**src/rtl/laser_pulse_monitor.sv**
```systemverilog
// laser_pulse_monitor
//   Receive-side checker for the laser enable line X. Each on-pulse must be
//   exactly PULSE_LEN high samples long, and it must be followed by at least
//   MIN_GAP low samples. The first low sample counts towards the gap.
//   Every valid exposure produces a one-cycle Ok pulse and increments Shots,
//   which saturates at all-ones.
//   A short pulse, a long pulse or a short gap latches a sticky fault. The
//   fault is held until Clr.
//
// Optional feature macro: LASER_MON_INHIBIT_EN
//   When defined, Inhibit is high while the state is GAP, FAULT or SKIP.
//   When undefined, Inhibit is tied low and no extra logic is generated.
//
// Ports
//   Clk        in   1       system clock, rising edge
//   Rst        in   1       asynchronous active-low reset
//   X          in   1       laser on/off line, synchronous to Clk
//   Clr        in   1       synchronous clear of Fault, FaultCode, Shots
//   Ok         out  1       one-cycle pulse after a valid exposure
//   Fault      out  1       sticky fault flag
//   FaultCode  out  2       00 none, 01 short pulse, 10 long pulse, 11 short gap
//   Shots      out  SHOT_W  saturating count of valid exposures
//   Busy       out  1       high while in state ON
//   Inhibit    out  1       start-button interlock (see macro above)

module laser_pulse_monitor #(
    parameter int PULSE_LEN = 16,
    parameter int CNT_W     = 5,
    parameter int MIN_GAP   = 4,
    parameter int SHOT_W    = 8
) (
    input  logic              Clk,
    input  logic              Rst,
    input  logic              X,
    input  logic              Clr,
    output logic              Ok,
    output logic              Fault,
    output logic [1:0]        FaultCode,
    output logic [SHOT_W-1:0] Shots,
    output logic              Busy,
    output logic              Inhibit
);

    typedef enum logic [2:0] {
        S_IDLE,
        S_ON,
        S_GAP,
        S_FAULT,
        S_SKIP
    } state_t;

    localparam logic [CNT_W-1:0] L_PULSE    = CNT_W'(PULSE_LEN);
    // The gap is complete on the edge where the count would reach MIN_GAP.
    localparam logic [CNT_W-1:0] L_GAP_LAST = CNT_W'(MIN_GAP - 1);

    state_t            r_state;
    state_t            w_nextState;
    logic [CNT_W-1:0]  r_len;
    logic [CNT_W-1:0]  w_nextLen;
    logic              w_validPulse;
    logic              w_faultSet;
    logic [1:0]        w_faultCodeSet;

    logic              r_ok;
    logic              r_fault;
    logic [1:0]        r_faultCode;
    logic [SHOT_W-1:0] r_shots;
    logic              r_busy;

    logic              w_okNext;
    logic              w_faultNext;
    logic [1:0]        w_faultCodeNext;
    logic [SHOT_W-1:0] w_shotsNext;
    logic              w_busyNext;

    // State register and pulse/gap length counter
    always_ff @(posedge Clk or negedge Rst) begin
        if (!Rst) begin
            r_state <= S_IDLE;
            r_len   <= '0;
        end else begin
            r_state <= w_nextState;
            r_len   <= w_nextLen;
        end
    end

    // Next-state logic. Clr overrides any measurement on the same edge,
    // so a fault detected on that edge is never latched.
    always_comb begin
        w_nextState    = r_state;
        w_nextLen      = r_len;
        w_validPulse   = 1'b0;
        w_faultSet     = 1'b0;
        w_faultCodeSet = 2'b00;
        if (Clr) begin
            w_nextState = X ? S_SKIP : S_IDLE;
            w_nextLen   = '0;
        end else begin
            case (r_state)
                S_IDLE: begin
                    if (X) begin
                        w_nextState = S_ON;
                        w_nextLen   = CNT_W'(1);
                    end
                end
                S_ON: begin
                    if (X) begin
                        if (r_len >= L_PULSE) begin
                            w_nextState    = S_FAULT;
                            w_nextLen      = '0;
                            w_faultSet     = 1'b1;
                            w_faultCodeSet = 2'b10;
                        end else begin
                            w_nextLen = r_len + CNT_W'(1);
                        end
                    end else if (r_len == L_PULSE) begin
                        w_nextState  = S_GAP;
                        w_nextLen    = CNT_W'(1);
                        w_validPulse = 1'b1;
                    end else begin
                        w_nextState    = S_FAULT;
                        w_nextLen      = '0;
                        w_faultSet     = 1'b1;
                        w_faultCodeSet = 2'b01;
                    end
                end
                S_GAP: begin
                    if (X) begin
                        w_nextState    = S_FAULT;
                        w_nextLen      = '0;
                        w_faultSet     = 1'b1;
                        w_faultCodeSet = 2'b11;
                    end else if (r_len >= L_GAP_LAST) begin
                        w_nextState = S_IDLE;
                        w_nextLen   = '0;
                    end else begin
                        w_nextLen = r_len + CNT_W'(1);
                    end
                end
                S_FAULT: begin
                    w_nextState = S_FAULT;
                end
                S_SKIP: begin
                    if (!X) begin
                        w_nextState = S_IDLE;
                    end
                end
                default: begin
                    w_nextState = S_IDLE;
                    w_nextLen   = '0;
                end
            endcase
        end
    end

    // Output logic: next values of the registered outputs
    always_comb begin
        w_okNext        = w_validPulse;
        w_busyNext      = (w_nextState == S_ON);
        w_faultNext     = r_fault;
        w_faultCodeNext = r_faultCode;
        w_shotsNext     = r_shots;
        if (Clr) begin
            w_faultNext     = 1'b0;
            w_faultCodeNext = 2'b00;
            w_shotsNext     = '0;
        end else begin
            if (w_faultSet) begin
                w_faultNext     = 1'b1;
                w_faultCodeNext = w_faultCodeSet;
            end
            if (w_validPulse && (r_shots != {SHOT_W{1'b1}})) begin
                w_shotsNext = r_shots + SHOT_W'(1);
            end
        end
    end

    // Output registers
    always_ff @(posedge Clk or negedge Rst) begin
        if (!Rst) begin
            r_ok        <= 1'b0;
            r_fault     <= 1'b0;
            r_faultCode <= 2'b00;
            r_shots     <= '0;
            r_busy      <= 1'b0;
        end else begin
            r_ok        <= w_okNext;
            r_fault     <= w_faultNext;
            r_faultCode <= w_faultCodeNext;
            r_shots     <= w_shotsNext;
            r_busy      <= w_busyNext;
        end
    end

    assign Ok        = r_ok;
    assign Fault     = r_fault;
    assign FaultCode = r_faultCode;
    assign Shots     = r_shots;
    assign Busy      = r_busy;

`ifdef LASER_MON_INHIBIT_EN
    logic r_inhibit;

    // Interlock follows the state being entered, so it is aligned with Busy
    always_ff @(posedge Clk or negedge Rst) begin
        if (!Rst) begin
            r_inhibit <= 1'b0;
        end else begin
            r_inhibit <= (w_nextState == S_GAP) || (w_nextState == S_FAULT) ||
                         (w_nextState == S_SKIP);
        end
    end

    assign Inhibit = r_inhibit;
`else
    assign Inhibit = 1'b0;
`endif

endmodule

```
**config.mk**
```make
export PLATFORM = sky130hd
export DESIGN_NAME = laser_pulse_monitor
export DESIGN_NICKNAME = d
export VERILOG_FILES = /design/src/rtl/laser_pulse_monitor.sv
export SDC_FILE = /design/constraint.sdc
export NUM_CORES = 1
export LEC_CHECK = 0
export CAP_MARGIN = 10
export CORE_MARGIN = 4
export CORE_UTILIZATION = 40
export CTS_BUF_LIST = sky130_fd_sc_hd__clkbuf_4
export CTS_CLUSTER_SIZE = 20
export DETAILED_ROUTE_END_ITERATION = 16
export GPL_TIMING_DRIVEN = 0
export SYNTH_ARGS = -nofsm -noshare
export SYNTH_HDL_FRONTEND = slang
export SYNTH_SLANG_ARGS = --single-unit
```
**constraint.sdc**
```tcl
create_clock -name Clk -period 2.1 [get_ports Clk]
set_input_delay 0.42 -clock Clk [delete_from_list [all_inputs] [get_ports Clk]]
set_output_delay 0.42 -clock Clk [all_outputs]
set_load 0.02 [all_outputs]
```
; ---- After elaboration in Yosys (flattened, before gate mapping)
; Cells that the tools add are included.
[classes]
bitwise = 0
n_addsub = 2
mux = 39
div = 0
n_mul = 0
n_lt_le_gt_ge = 2
eq_ne = 9
n_reduce_logical = 6
n_shift = 0
[op_table]
columns = cell, count
row1 = $mux W5, 6
row2 = $mux W3, 8
row3 = $pmux W5 S4, 1
row4 = $mux W8, 2
row5 = $pmux W3 S5, 1
row6 = $mux W1, 14
row7 = $mux W2, 5
row8 = $add A8 B1 Y8 const B, 1
row9 = $ne A8 B8 Y1 const B, 1
row10 = $eq A3 B1 Y1 const B, 2
row11 = $eq A3 B2 Y1 const B, 2
row12 = $add A5 B1 Y5 const B, 1
row13 = $eq A5 B5 Y1 const B, 1
row14 = $ge A5 B2 Y1 const B, 1
row15 = $ge A5 B5 Y1 const B, 1
row16 = $pmux W2 S2, 1
row17 = $reduce_bool A2 Y1, 2
row18 = $eq A3 B3 Y1 const B, 1
row19 = $logic_not A3 Y1, 1
row20 = $ne A3 B3 Y1 const B, 1
row21 = $ne A2 B1 Y1 const B, 1
row22 = $pmux W1 S2, 1
row23 = $reduce_and A2 Y1, 1
row24 = $reduce_or A2 Y1, 1
row25 = $logic_and A1 B1 Y1, 1
[word_totals]
memories = 0
output_inout_bits = 14
elab_cells = 65
romBits = 0
mem_bits_rw = 0
reg_bits = 21
latchBits = 0

; ---- Logic depth before layout (Yosys ltp)
; Gate-level depths: netlist of run 1.
[depth]
depth_word = 8
depth_mapped = 7
ltp_nobuf = 7

; ---- Least setup slack after synthesis of run 1
; No wires, ideal clock.
[synth_timing]
kind = reg2reg
start = register r_state[1]
end = register r_shots[3], in the netlist Shots[3]
period_less_slack_ns = 1.966
path_stages_with_launch = 6
arrival_time_ns = 1.838
required_ns = 1.972
setup_time_ns = 0.128
path_slack_ns = 0.134
n_path_buf = 1
cell_sequence = dfrtp_1 > buf_6 > or3b_4 > or4_4 > nor3_1 > mux2_1
[synth_between]
elab_chain_cells = 5
[synth_lines]
columns = item, line_no
row1 = "start, declared", 56  ; state_t r_state;
row2 = "start signal, assigned", 82  ; r_state <= w_nextState;
row3 = $eq A3 B1 Y1, 99  ; case (r_state)
row4 = $mux W1, 99
row5 = $mux W1, 95  ; if (Clr) begin
row6 = $logic_and A1 B1 Y1, 172  ; if (w_validPulse && (r_shots != {SHOT_W{1'b1}})) begin
row7 = $reduce_bool A2 Y1 (no line), n/a
row8 = "end signal, assigned", 190  ; r_shots <= w_shotsNext;
row9 = "end, declared", 67  ; logic [SHOT_W-1:0] r_shots;
; Every way passes these cells.
; A chain may end at the register's enable or synchronous reset.

; ---- Worst setup path after layout of run 1
; Same ends and word-level chain as after synthesis.

==> load_flow_metrics.sql, run 1 <==
INSERT INTO impl_metrics (metric_group, metric, value, unit) VALUES
('placed_design', 'pre_cts_ws', '-0.309', 'ns'),
('timing', 'worst-slew-pin-transition', '0.938', 'ns'),
('pwr', 'total_leakage_power', '0.595', 'nW'),
('detailed_routing', 'drtPass1Iterations', '4', ''),
('floorplanning', 'chipHeight', '63.3', 'um'),
('clock_network', 'cts_htree_levels', '1', ''),
('floorplanning', 'initial_utilization', '43.3', '%'),
('timing', 'worst_slew_margin_rel', '37.3', '%'),
('synthesis', 'synth.net_count', '140', ''),
('global_route', 'maximum_number_of_pins_on_one_net_before_global_route_repair', '22', ''),
('timing', 'grt_setup_unrepaired', 'no', ''),
('job', 'maxCapViolCount', '0', ''),
('clock_network', 'clk_latency', '0.31', 'ns'),
('global_route', 'antenna_found_initial', '0', ''),
('setup_path', 'critPathArrivalTime', '2.23', 'ns'),
('run_status', 'status', 'complete, no violations', ''),
('timing', 'slew_viol_final', '0', ''),
('cells_and_area', 'final_layout_size_suffix_gt1_share', '15.5', '%'),
('pwr', 'register_share_of_total_power', '57.6', '%'),
('setup_path', 'startpoint', 'r_state[1]', ''),
('clock_network', 'clkSlewWorstSetupHoldPaths', '0.13', 'ns'),
('detailed_routing', 'routed_wire_length_per_instance', '15.0', 'um'),
('cells_and_area', 'area_growth', '24.0', '%'),
('setup_path', 'cp_cell_sequence', 'buf_6 > or3b_4 > or4_4 > nor3_2 > mux2_1', ''),
('timing', 'final-hold-violation-count', '0', ''),
('floorplanning', 'die_width', '63.3', 'um'),
('synthesis', 'synthesis.yosys.warnings', '0', ''),
('floorplanning', 'die-area', '4010', 'um2'),
('placed_design', 'placedInstanceArea', '1420', 'um2'),
('placed_design', 'hpwlAfterDp', '1980', 'um'),
('timing', 'finalSetupViolations', '0', ''),
('global_route', 'total_grt_usage', '15.0', '%'),
('synthesis', 'ys_async_sr_fraction', '100', '%'),
('floorplanning', 'cell_row_count', '19', ''),
('detailed_routing', 'detail_route.wirelength', '2800', 'um'),
('pwr', 'switching_power_summed_over_all_nets', '0.000204', 'W'),
('setup_path', 'critical_path.startpoint_type', 'register', ''),
('timing', 'final_tns_setup', '0', 'ns'),
('synthesis', 'synth_area', '1220', 'um2'),
('placed_design', 'io_buffers', '16', ''),
('timing', 'fmax', '0.494', 'GHz'),
('setup_path', 'critical_path.max_stage_delay', '0.46', 'ns'),
('clock_network', 'clock_tree_from_tritoncts', 'done', ''),
('min_path', 'hold_class', 'register to register', ''),
('cells_and_area', 'antenna_cells_inserted', '0', ''),
('clock_network', 'cts-buffers-inserted', '3', ''),
('detailed_routing', 'avgViaCountPerCell', '5.83', ''),
('cells_and_area', 'finalNonFillerCells', '186', ''),
('pwr', 'power_frac_comb', '14.5', '%'),
('clock_network', 'cts_hold_buf', '0', ''),
('pwr', 'cell_internal_pwr', '0.000529', 'W'),
('setup_path', 'worstPathMaxFanout', '9', ''),
('setup_path', 'critPathRequiredTime', '2.31', 'ns'),
('min_path', 'worstHoldStart', 'Fault', ''),
('global_route', 'first_global_vias', '1025', ''),
('clock_network', 'cts_root_buffer', 'sky130_fd_sc_hd__clkbuf_4', ''),
('pwr', 'p_sw_share', '27.8', '%'),
('timing', 'timing.final.ws_setup', '0.0746', 'ns'),
('cells_and_area', 'fillers', '257', ''),
('timing', 'min_period_over_period', '96.4', '%'),
('pwr', 'vdd_ir_drop_max', '0.216', 'mV'),
('synthesis', 'postSynth.topFlopCell', 'sky130_fd_sc_hd__dfrtp_1', ''),
('timing', 'period_needed', '2.03', 'ns'),
('synthesis', 'netlist_instances', '133', ''),
('timing', 'finalClockSkew', '0.00793', 'ns'),
('detailed_routing', 'antenna_left', '0', ''),
('placed_design', 'gp_congestion', '0.847', ''),
('global_route', 'grt_first_pass_wirelength', '4920', 'um'),
('setup_path', 'endpoint_kind', 'register', ''),
('synthesis', 'yosysUniqueCellTypes', '44', ''),
('clock_network', 'numClockSinks', '21', '');
-- cell usage in the layout, fill, tap and decap left out, types with 2 or more instances in the layout --
cell / count
sky130_fd_sc_hd__a211oi_1: 5
sky130_fd_sc_hd__a21oi_1: 8
sky130_fd_sc_hd__a311oi_1: 2
sky130_fd_sc_hd__a31oi_1: 3
sky130_fd_sc_hd__buf_4: 3
sky130_fd_sc_hd__buf_6: 2
sky130_fd_sc_hd__clkbuf_1: 3
sky130_fd_sc_hd__clkbuf_4: 3
sky130_fd_sc_hd__clkdlybuf4s50_1: 16
sky130_fd_sc_hd__clkinv_2: 2
sky130_fd_sc_hd__dfrtp_1: 20
sky130_fd_sc_hd__ha_1: 3
sky130_fd_sc_hd__inv_1: 7
sky130_fd_sc_hd__nand2_1: 7
sky130_fd_sc_hd__nand2b_1: 2
sky130_fd_sc_hd__nand3_1: 6
sky130_fd_sc_hd__nand3b_1: 3
sky130_fd_sc_hd__nor2_1: 15
sky130_fd_sc_hd__nor2b_1: 3
sky130_fd_sc_hd__nor3_1: 2
sky130_fd_sc_hd__nor3_2: 2
sky130_fd_sc_hd__nor4_1: 2
sky130_fd_sc_hd__o211ai_1: 2
sky130_fd_sc_hd__o21ai_0: 5
sky130_fd_sc_hd__o2bb2ai_1: 2
-- synth_stat cells (4+ instances only) --
master | number | area [um2]
sky130_fd_sc_hd__a211oi_1 | 5 | 37.5
sky130_fd_sc_hd__a21oi_1 | 8 | 40.0
sky130_fd_sc_hd__clkbuf_1 | 4 | 15.0
sky130_fd_sc_hd__dfrtp_1 | 21 | 526
sky130_fd_sc_hd__inv_1 | 7 | 26.3
sky130_fd_sc_hd__nand2_1 | 7 | 26.3
sky130_fd_sc_hd__nand3_1 | 7 | 35.0
sky130_fd_sc_hd__nor2_1 | 15 | 56.3
sky130_fd_sc_hd__nor3_1 | 4 | 20.0
sky130_fd_sc_hd__o21ai_0 | 5 | 25.0
-- stage by stage --
step,hold slack (ns),total power [W],util (%)
2_1_floorplan,0.124,0.000493,-
3_3_place_gp,0.512,0.000530,50.3
3_5_place_dp,0.522,0.000532,50.3
4_1_cts,0.541,0.000739,52.4
5_1_grt,0.573,0.000772,53.6
6_report,0.536,0.000733,53.6
-- sequential cells by signal, indices dropped and copies added (netlist names) --
register,cells
Ok,1
Busy,1
r_state,3
r_len,5
Fault,1
FaultCode,2
Shots,8
-- logic make-up after synthesis --
| kind of cell | share of synthesized area [%] |
|---|---|
| AO/OA/AOI/OAI | 19.7 |
| XOR/XNOR | 0.716 |
| adder cells (fa/ha/maj) | 3.07 |
| buffers and inverters | 6.24 |
| flip-flops | 42.9 |
| multiplexers | 1.84 |
| other | 0.306 |
| AND/OR/NAND/NOR | 25.2 |
-- per-layer routing --
layer  part of all wire (%)  routed length (um)  vias to the layer above  GRT usage (%)
met5                      0                   0                        -              0
met4                   0.68                  19                        0           4.58
met3                    5.1                 143                        2           2.84
met2                     46                1300                       26           21.6
met1                     48                1340                      528           22.6
li1                       -                   -                      529              -
-- path summary, 6_finish.rpt --
check	endpoint	slack, ns	depth (start not counted)
worst max register to register	Shots[3]	0.07	5
worst min-delay path	Fault	0.54	2
min in group asynchronous	Shots[1]	0.62	1
max in group asynchronous	r_len[0]	0.85	1
worst max-delay path	Shots[3]	0.07	5
worst min register to register	Fault	0.54	2
-- critical path: cells and delay by family, from the launching register on --
family                 cells  cell delay, ns
and+or+nand+nor            3            1.07
DFF                        1            0.39
buffers and inverters      1            0.13
muxes                      1            0.34
-- what timing repair did --
item	CTS	global route
cloned	0	0
buffers inserted	0	2
gates resized for setup	5	6
setup endpoints to repair	1	3
pin swaps	0	2
-- power groups by stage --
stage                     registers [W]  logic [W]  clock network, W
after floorplan                0.000433  0.0000603                 0
after global placement         0.000429   0.000101                 0
after detailed placement       0.000429   0.000103                 0
after CTS                      0.000421   0.000106          0.000211
after global routing           0.000424   0.000118          0.000231
final                          0.000422   0.000106          0.000205
-- area by class of cell --
type	instances	area [um2]	share of cell area, %
Multi-Input combinational cell	97	672	44.3
Sequential cell	21	527	34.7
Timing Repair Buffer	18	175	11.5
Buffer	7	46.3	3.05
Tap cell	31	38.8	2.56
Inverter	8	31.3	2.06
Clock buffer	3	22.5	1.48
Clock inverter	1	5.00	0.330
(Power assumes the default switching activity.)
==> run 2, diff against run 1 <==
- CORE_MARGIN: 4 -> 1
- RECOVER_POWER: not set -> 50
==> load_flow_metrics.sql, run 2 (synthesis results as in run 1) <==
INSERT INTO impl_metrics (metric_group, metric, value, unit) VALUES
('run_status', 'status', 'complete, but fails checks', ''),
('run_status', 'failed_checks', 'DRC', ''),
('detailed_routing', 'avgViaCountPerCell', '5.84', ''),
('setup_path', 'timing.critical_path.slowest_stage_cell', 'sky130_fd_sc_hd__or4_4', ''),
('global_route', 'first_global_vias', '997', ''),
('placed_design', 'pre_cts_ws', '-0.282', 'ns'),
('job', 'maxCapViolCount', '0', ''),
('placed_design', 'hpwlAfterDp', '2000', 'um'),
('cells_and_area', 'post_layout_instance_area', '1530', 'um2'),
('global_route', 'maximum_number_of_pins_on_one_net_before_global_route_repair', '22', ''),
('clock_network', 'clock_tree_from_tritoncts', 'done', ''),
('pwr', 'cell_internal_pwr', '0.000528', 'W'),
('cells_and_area', 'layout.cells.most_common_list', 'sky130_fd_sc_hd__dfrtp_1, sky130_fd_sc_hd__nor2_1, sky130_fd_sc_hd__clkdlybuf4s50_1', ''),
('detailed_routing', 'detail_route.wirelength', '2850', 'um'),
('timing', 'final-hold-violation-count', '0', ''),
('detailed_routing', 'route.met3.wl', '128', 'um'),
('pwr', 'register_share_of_total_power', '57.8', '%'),
('setup_path', 'critPathRequiredTime', '2.31', 'ns'),
('cells_and_area', 'flip_flop_count_of_the_largest_register_all_copies_and_words_added', '8', ''),
('placed_design', 'placedCellCount', '180', ''),
('detailed_routing', 'drtPass1Iterations', '10', ''),
('setup_path', 'endpoint_kind', 'register', ''),
('setup_path', 'critical_path.startpoint_type', 'register', ''),
('setup_path', 'worstPathMaxFanout', '9', ''),
('clock_network', 'cts_hold_buf', '0', ''),
('pwr', 'power.density', '476', 'nW/um2'),
('setup_path', 'critPathTopFamily', 'simple AND/OR/NAND/NOR gates', ''),
('detailed_routing', 'detailroute.via_count', '1098', ''),
('global_route', 'grt_remaining_overflow', '0', ''),
('cells_and_area', 'nNetsFinal', '165', ''),
('min_path', 'hold_class', 'register to register', ''),
('pwr', 'total_leakage_power', '0.604', 'nW'),
('setup_path', 'critPathKind', 'register to register', ''),
('timing', 'min_period_over_period', '96.3', '%'),
('detailed_routing', 'drt_first_iter_violations', '49', ''),
('cells_and_area', 'finalNonFillerCells', '188', ''),
('clock_network', 'clk_latency', '0.31', 'ns'),
('global_route', 'grt_first_pass_wirelength', '4730', 'um'),
('timing', 'finalSetupViolations', '0', ''),
('floorplanning', 'die_width', '57.3', 'um'),
('timing', 'worst_slew_margin_rel', '36.0', '%'),
('detailed_routing', 'met1Wirelength', '1430', 'um'),
('detailed_routing', 'wl_met2', '1270', 'um'),
('pwr', 'vdd_ir_drop_max', '0.550', 'mV'),
('setup_path', 'crit_buf_inv', '1', ''),
('pwr', 'switching_power_summed_over_all_nets', '0.000201', 'W'),
('floorplanning', 'core_area', '2830', 'um2'),
('floorplanning', 'die-area', '3280', 'um2'),
('timing', 'hold_slack', '0.537', 'ns'),
('detailed_routing', 'top_layer_in_use', 'met4', ''),
('clock_network', 'cts-buffers-inserted', '3', ''),
('cells_and_area', 'final_layout_size_suffix_gt1_share', '15.9', '%'),
('placed_design', 'io_buffers', '16', ''),
('pwr', 'p_sw_share', '27.6', '%'),
('cells_and_area', 'most_common_cell_after_layout_fill_and_taps_aside', 'sky130_fd_sc_hd__dfrtp_1', ''),
('clock_network', 'cts_htree_levels', '1', ''),
('timing', 'finalClockSkew', '0.00586', 'ns'),
('setup_path', 'cp_cell_sequence', 'buf_6 > or3b_4 > or4_4 > nor3_2 > mux2_1', ''),
('detailed_routing', 'detail_route.drc_violations', '2', ''),
('pwr', 'power_frac_comb', '14.5', '%'),
('timing', 'grt_setup_unrepaired', 'no', ''),
('cells_and_area', 'antenna_cells_inserted', '0', ''),
('placed_design', 'gp_congestion', '0.819', ''),
('floorplanning', 'initial_utilization', '43.3', '%'),
('detailed_routing', 'antenna_left', '0', ''),
('pwr', 'clockPowerShare', '27.7', '%'),
('clock_network', 'numClockSinks', '21', ''),
('timing', 'worst-slew-pin-transition', '0.957', 'ns'),
('global_route', 'total_grt_usage', '18.8', '%'),
('floorplanning', 'chipHeight', '57.3', 'um'),
('setup_path', 'critPathArrivalTime', '2.23', 'ns'),
('clock_network', 'worst_case_clock_buffer_depth', '2', ''),
('timing', 'timing.final.ws_setup', '0.0775', 'ns'),
('timing', 'fmax', '0.494', 'GHz'),
('timing', 'slew_viol_final', '0', ''),
('timing', 'period_needed', '2.02', 'ns'),
('clock_network', 'clkSlewWorstSetupHoldPaths', '0.13', 'ns'),
('floorplanning', 'cell_row_count', '19', ''),
('cells_and_area', 'area_growth', '25.2', '%'),
('detailed_routing', 'routed_wire_length_per_instance', '15.1', 'um'),
('pwr', 'power', '0.000729', 'W'),
('setup_path', 'critical_path.max_stage_delay', '0.45', 'ns'),
('global_route', 'antenna_found_initial', '0', ''),
('placed_design', 'placedInstanceArea', '1420', 'um2'),
('floorplanning', 'num_io_pins', '18', ''),
('clock_network', 'cts_root_buffer', 'sky130_fd_sc_hd__clkbuf_4', '');
run 2: final timing paths:
path                       slack (ns)          to  depth (start not counted)  startpoint
max                              0.08    Shots[3]                          5  r_state[1]
min                              0.54       Fault                          2       Fault
max reg2reg                      0.08    Shots[3]                          5  r_state[1]
min reg2reg                      0.54       Fault                          2       Fault
max in group asynchronous        0.76    r_len[0]                          1         Rst
min in group asynchronous        0.69  r_state[1]                          1         Rst
run 2: repair_timing:
item                       4_1_cts  5_1_grt
gates resized for setup          5        4
buffers inserted                 0        4
setup endpoints to repair        2        4
pin swaps                        0        2
gates cloned                     0        0
run 2: metal layers:
metal / up-vias / global-route usage (%)
met5: - / 0
met4: 0 / 4.88
met3: 2 / 5.22
met2: 29 / 27.7
met1: 527 / 27.2
li1: 540 / -
run 2: power by group through the flow:
stage	clock network [W]	registers [W]	logic [W]
floorplan	0	0.000433	0.0000603
global placement	0	0.000429	0.000101
detailed placement	0	0.000429	0.000103
CTS	0.000214	0.000421	0.000106
global route	0.000230	0.000424	0.000118
finish	0.000202	0.000421	0.000106
run 2: metrics by stage:
stage	setup TNS [ns]	utilization, %
finish	0	54.1
CTS	0	52.4
floorplan	0	-
global placement	-0.848	50.3
detailed placement	-0.868	50.3
global route	0	54.1
run 2: area by class of cell:
| cell class | instances | area, um2 |
|---|---|---|
| Buffer | 7 | 45.0 |
| Clock buffer | 3 | 22.5 |
| Clock inverter | 1 | 5.00 |
| Fill cell | 278 | 1300 |
| Inverter | 8 | 31.3 |
| Multi-Input combinational cell | 97 | 672 |
| Sequential cell | 21 | 527 |
| Tap cell | 31 | 38.8 |
| Timing Repair Buffer | 20 | 190 |
run 2: tightest hold or removal path, cell delays in order (launching register included):
cell and delay [ns]:
sky130_fd_sc_hd__dfrtp_1 0.39, sky130_fd_sc_hd__inv_1 0.05, sky130_fd_sc_hd__a31oi_1 0.06
==> run 3, diff against run 2 <==
- PLACE_DENSITY: not set -> 0.72
- clock period: 2.1 -> 1.9 ns (I/O delays scaled with it)
==> load_flow_metrics.sql, run 3 (synthesis results as in run 1) <==
INSERT INTO impl_metrics (metric_group, metric, value, unit) VALUES
('cells_and_area', 'fillers', '225', ''),
('detailed_routing', 'avgViaCountPerCell', '6.14', ''),
('global_route', 'total_grt_usage', '21.0', '%'),
('cells_and_area', 'flip_flop_count_of_the_largest_register_all_copies_and_words_added', '8', ''),
('floorplanning', 'cell_row_count', '19', ''),
('timing', 'grt_setup_unrepaired', 'yes', ''),
('timing', 'fmax', '0.516', 'GHz'),
('timing', 'timing.final.ws_setup', '-0.0376', 'ns'),
('floorplanning', 'core_area', '2830', 'um2'),
('setup_path', 'critPathKind', 'register to register', ''),
('global_route', 'grt_remaining_overflow', '0', ''),
('clock_network', 'clock_tree_from_tritoncts', 'done', ''),
('timing', 'final_tns_setup', '-0.0956', 'ns'),
('timing', 'slew_viol_final', '0', ''),
('global_route', 'antenna_found_initial', '0', ''),
('timing', 'worst_slew_margin_rel', '34.6', '%'),
('pwr', 'vdd_ir_drop_max', '0.275', 'mV'),
('detailed_routing', 'drt_first_iter_violations', '66', ''),
('cells_and_area', 'final_layout_size_suffix_gt1_share', '27.6', '%'),
('timing', 'worst-slew-pin-transition', '0.977', 'ns'),
('clock_network', 'numClockSinks', '21', ''),
('detailed_routing', 'routed_wire_length_per_instance', '16.9', 'um'),
('floorplanning', 'num_io_pins', '18', ''),
('floorplanning', 'initial_utilization', '43.3', '%'),
('min_path', 'hold_class', 'register to register', ''),
('floorplanning', 'die_width', '57.3', 'um'),
('setup_path', 'critical_path.startpoint_type', 'register', ''),
('timing', 'finalClockSkew', '0.00728', 'ns'),
('cells_and_area', 'area_growth', '37.1', '%'),
('detailed_routing', 'detailroute.via_count', '1235', ''),
('detailed_routing', 'detail_route.wirelength', '3400', 'um'),
('placed_design', 'io_buffers', '16', ''),
('detailed_routing', 'antenna_left', '0', ''),
('cells_and_area', 'nNetsFinal', '178', ''),
('pwr', 'power.density', '504', 'nW/um2'),
('placed_design', 'hpwlAfterDp', '1970', 'um'),
('run_status', 'status', 'complete, but fails checks', ''),
('clock_network', 'cts_root_buffer', 'sky130_fd_sc_hd__clkbuf_4', ''),
('timing', 'min_period_over_period', '102', '%'),
('placed_design', 'gp_congestion', '0.870', ''),
('cells_and_area', 'most_common_cell_after_layout_fill_and_taps_aside', 'sky130_fd_sc_hd__dfrtp_1', ''),
('detailed_routing', 'drtPass1Iterations', '11', ''),
('setup_path', 'endpoint_kind', 'register', ''),
('detailed_routing', 'detail_route.drc_violations', '2', ''),
('cells_and_area', 'layout.cells.most_common_list', 'sky130_fd_sc_hd__dfrtp_1, sky130_fd_sc_hd__buf_4, sky130_fd_sc_hd__nor2_1, sky130_fd_sc_hd__clkdlybuf4s50_1', ''),
('clock_network', 'cts_htree_levels', '1', ''),
('pwr', 'total_leakage_power', '0.678', 'nW'),
('floorplanning', 'chipHeight', '57.3', 'um'),
('global_route', 'maximum_number_of_pins_on_one_net_before_global_route_repair', '22', ''),
('timing', 'final-hold-violation-count', '0', ''),
('clock_network', 'clk_latency', '0.31', 'ns'),
('clock_network', 'cts-buffers-inserted', '3', ''),
('cells_and_area', 'antenna_cells_inserted', '0', ''),
('timing', 'period_needed', '1.94', 'ns'),
('floorplanning', 'die-area', '3280', 'um2'),
('clock_network', 'worst_case_clock_buffer_depth', '2', ''),
('setup_path', 'critPathArrivalTime', '2.14', 'ns'),
('global_route', 'first_global_vias', '1157', ''),
('clock_network', 'clkSlewWorstSetupHoldPaths', '0.13', 'ns'),
('timing', 'finalSetupViolations', '4', ''),
('run_status', 'failed_checks', 'DRC, setup timing', ''),
('global_route', 'grt_first_pass_wirelength', '5260', 'um'),
('placed_design', 'placedCellCount', '180', ''),
('cells_and_area', 'finalNonFillerCells', '201', ''),
('setup_path', 'worstPathMaxFanout', '4', ''),
('job', 'maxCapViolCount', '0', ''),
('setup_path', 'critPathRequiredTime', '2.11', 'ns');
run 3: changes by cell type in the layout (fill, tap and decap cells not counted), sizes merged:
cell and delta:
buf +13
run 3: final timing paths:
path | depth (start not counted) | start | to | slack [ns]
max in group asynchronous | 1 | Rst | Shots[3] | 0.59
worst max register to register | 5 | r_state[0] | Shots[3] | -0.04
worst min register to register | 2 | FaultCode[0] | FaultCode[0] | 0.55
worst max-delay path | 5 | r_state[0] | Shots[3] | -0.04
min in group asynchronous | 1 | Rst | r_len[3] | 0.65
worst min-delay path | 2 | FaultCode[0] | FaultCode[0] | 0.55
run 3: metal layers:
layer  vias up  global-route usage, %  share of wire [%]  routed length, um
li1        557                      -                  -                  -
met1       614                   26.3                 42               1450
met2        56                   34.8                 50               1710
met3         8                   3.17                5.1                175
met4         0                   11.5                2.2                 74
met5         -                      0                  0                  0
run 3: area by class of cell:
cell class	instances	area, um2	share of cell area (%)
plain buffers	6	35.0	2.09
repair buffers	34	295	17.6
clock inverters	1	5.00	0.298
flip-flops and latches	21	527	31.4
inverters	8	35.0	2.09
well taps	31	38.8	2.31
multi-input cells	97	719	42.9
clock buffers	3	22.5	1.34
run 3: stage by stage:
step	setup WS, ns	cell area [um2]	total power [W]	hold WS [ns]	utilization [%]
global route	-0.119	1680	0.000888	0.574	59.3
floorplan	-0.0465	1230	0.000546	0.0844	-
detailed placement	-0.335	1430	0.000588	0.524	50.7
global placement	-0.299	1430	0.000584	0.519	50.7
CTS	-0.0350	1550	0.000820	0.553	54.8
finish	-0.0376	1680	0.000845	0.552	59.3
run 3: worst max-delay path, stage by stage (launching register included):
cell                      delay, ns
sky130_fd_sc_hd__dfrtp_1       0.36
sky130_fd_sc_hd__buf_6         0.10
sky130_fd_sc_hd__or3b_4        0.38
sky130_fd_sc_hd__or4_4         0.54
sky130_fd_sc_hd__nor3_4        0.14
sky130_fd_sc_hd__mux2_4        0.31
run 3: power by group:
part / internal (W) / switching [W]
clock network: 0.0000788 / 0.000149
logic: 0.0000671 / 0.0000859
registers: 0.000458 / 0.00000630
run 3: timing repair:
item                       in CTS  in global routing
resized for setup               4                 16
setup endpoints to repair       8                 12
hold buffers                    0                  0
pin swaps                       5                  6
hold endpoints to repair        0                  0
buffers inserted                9                  9
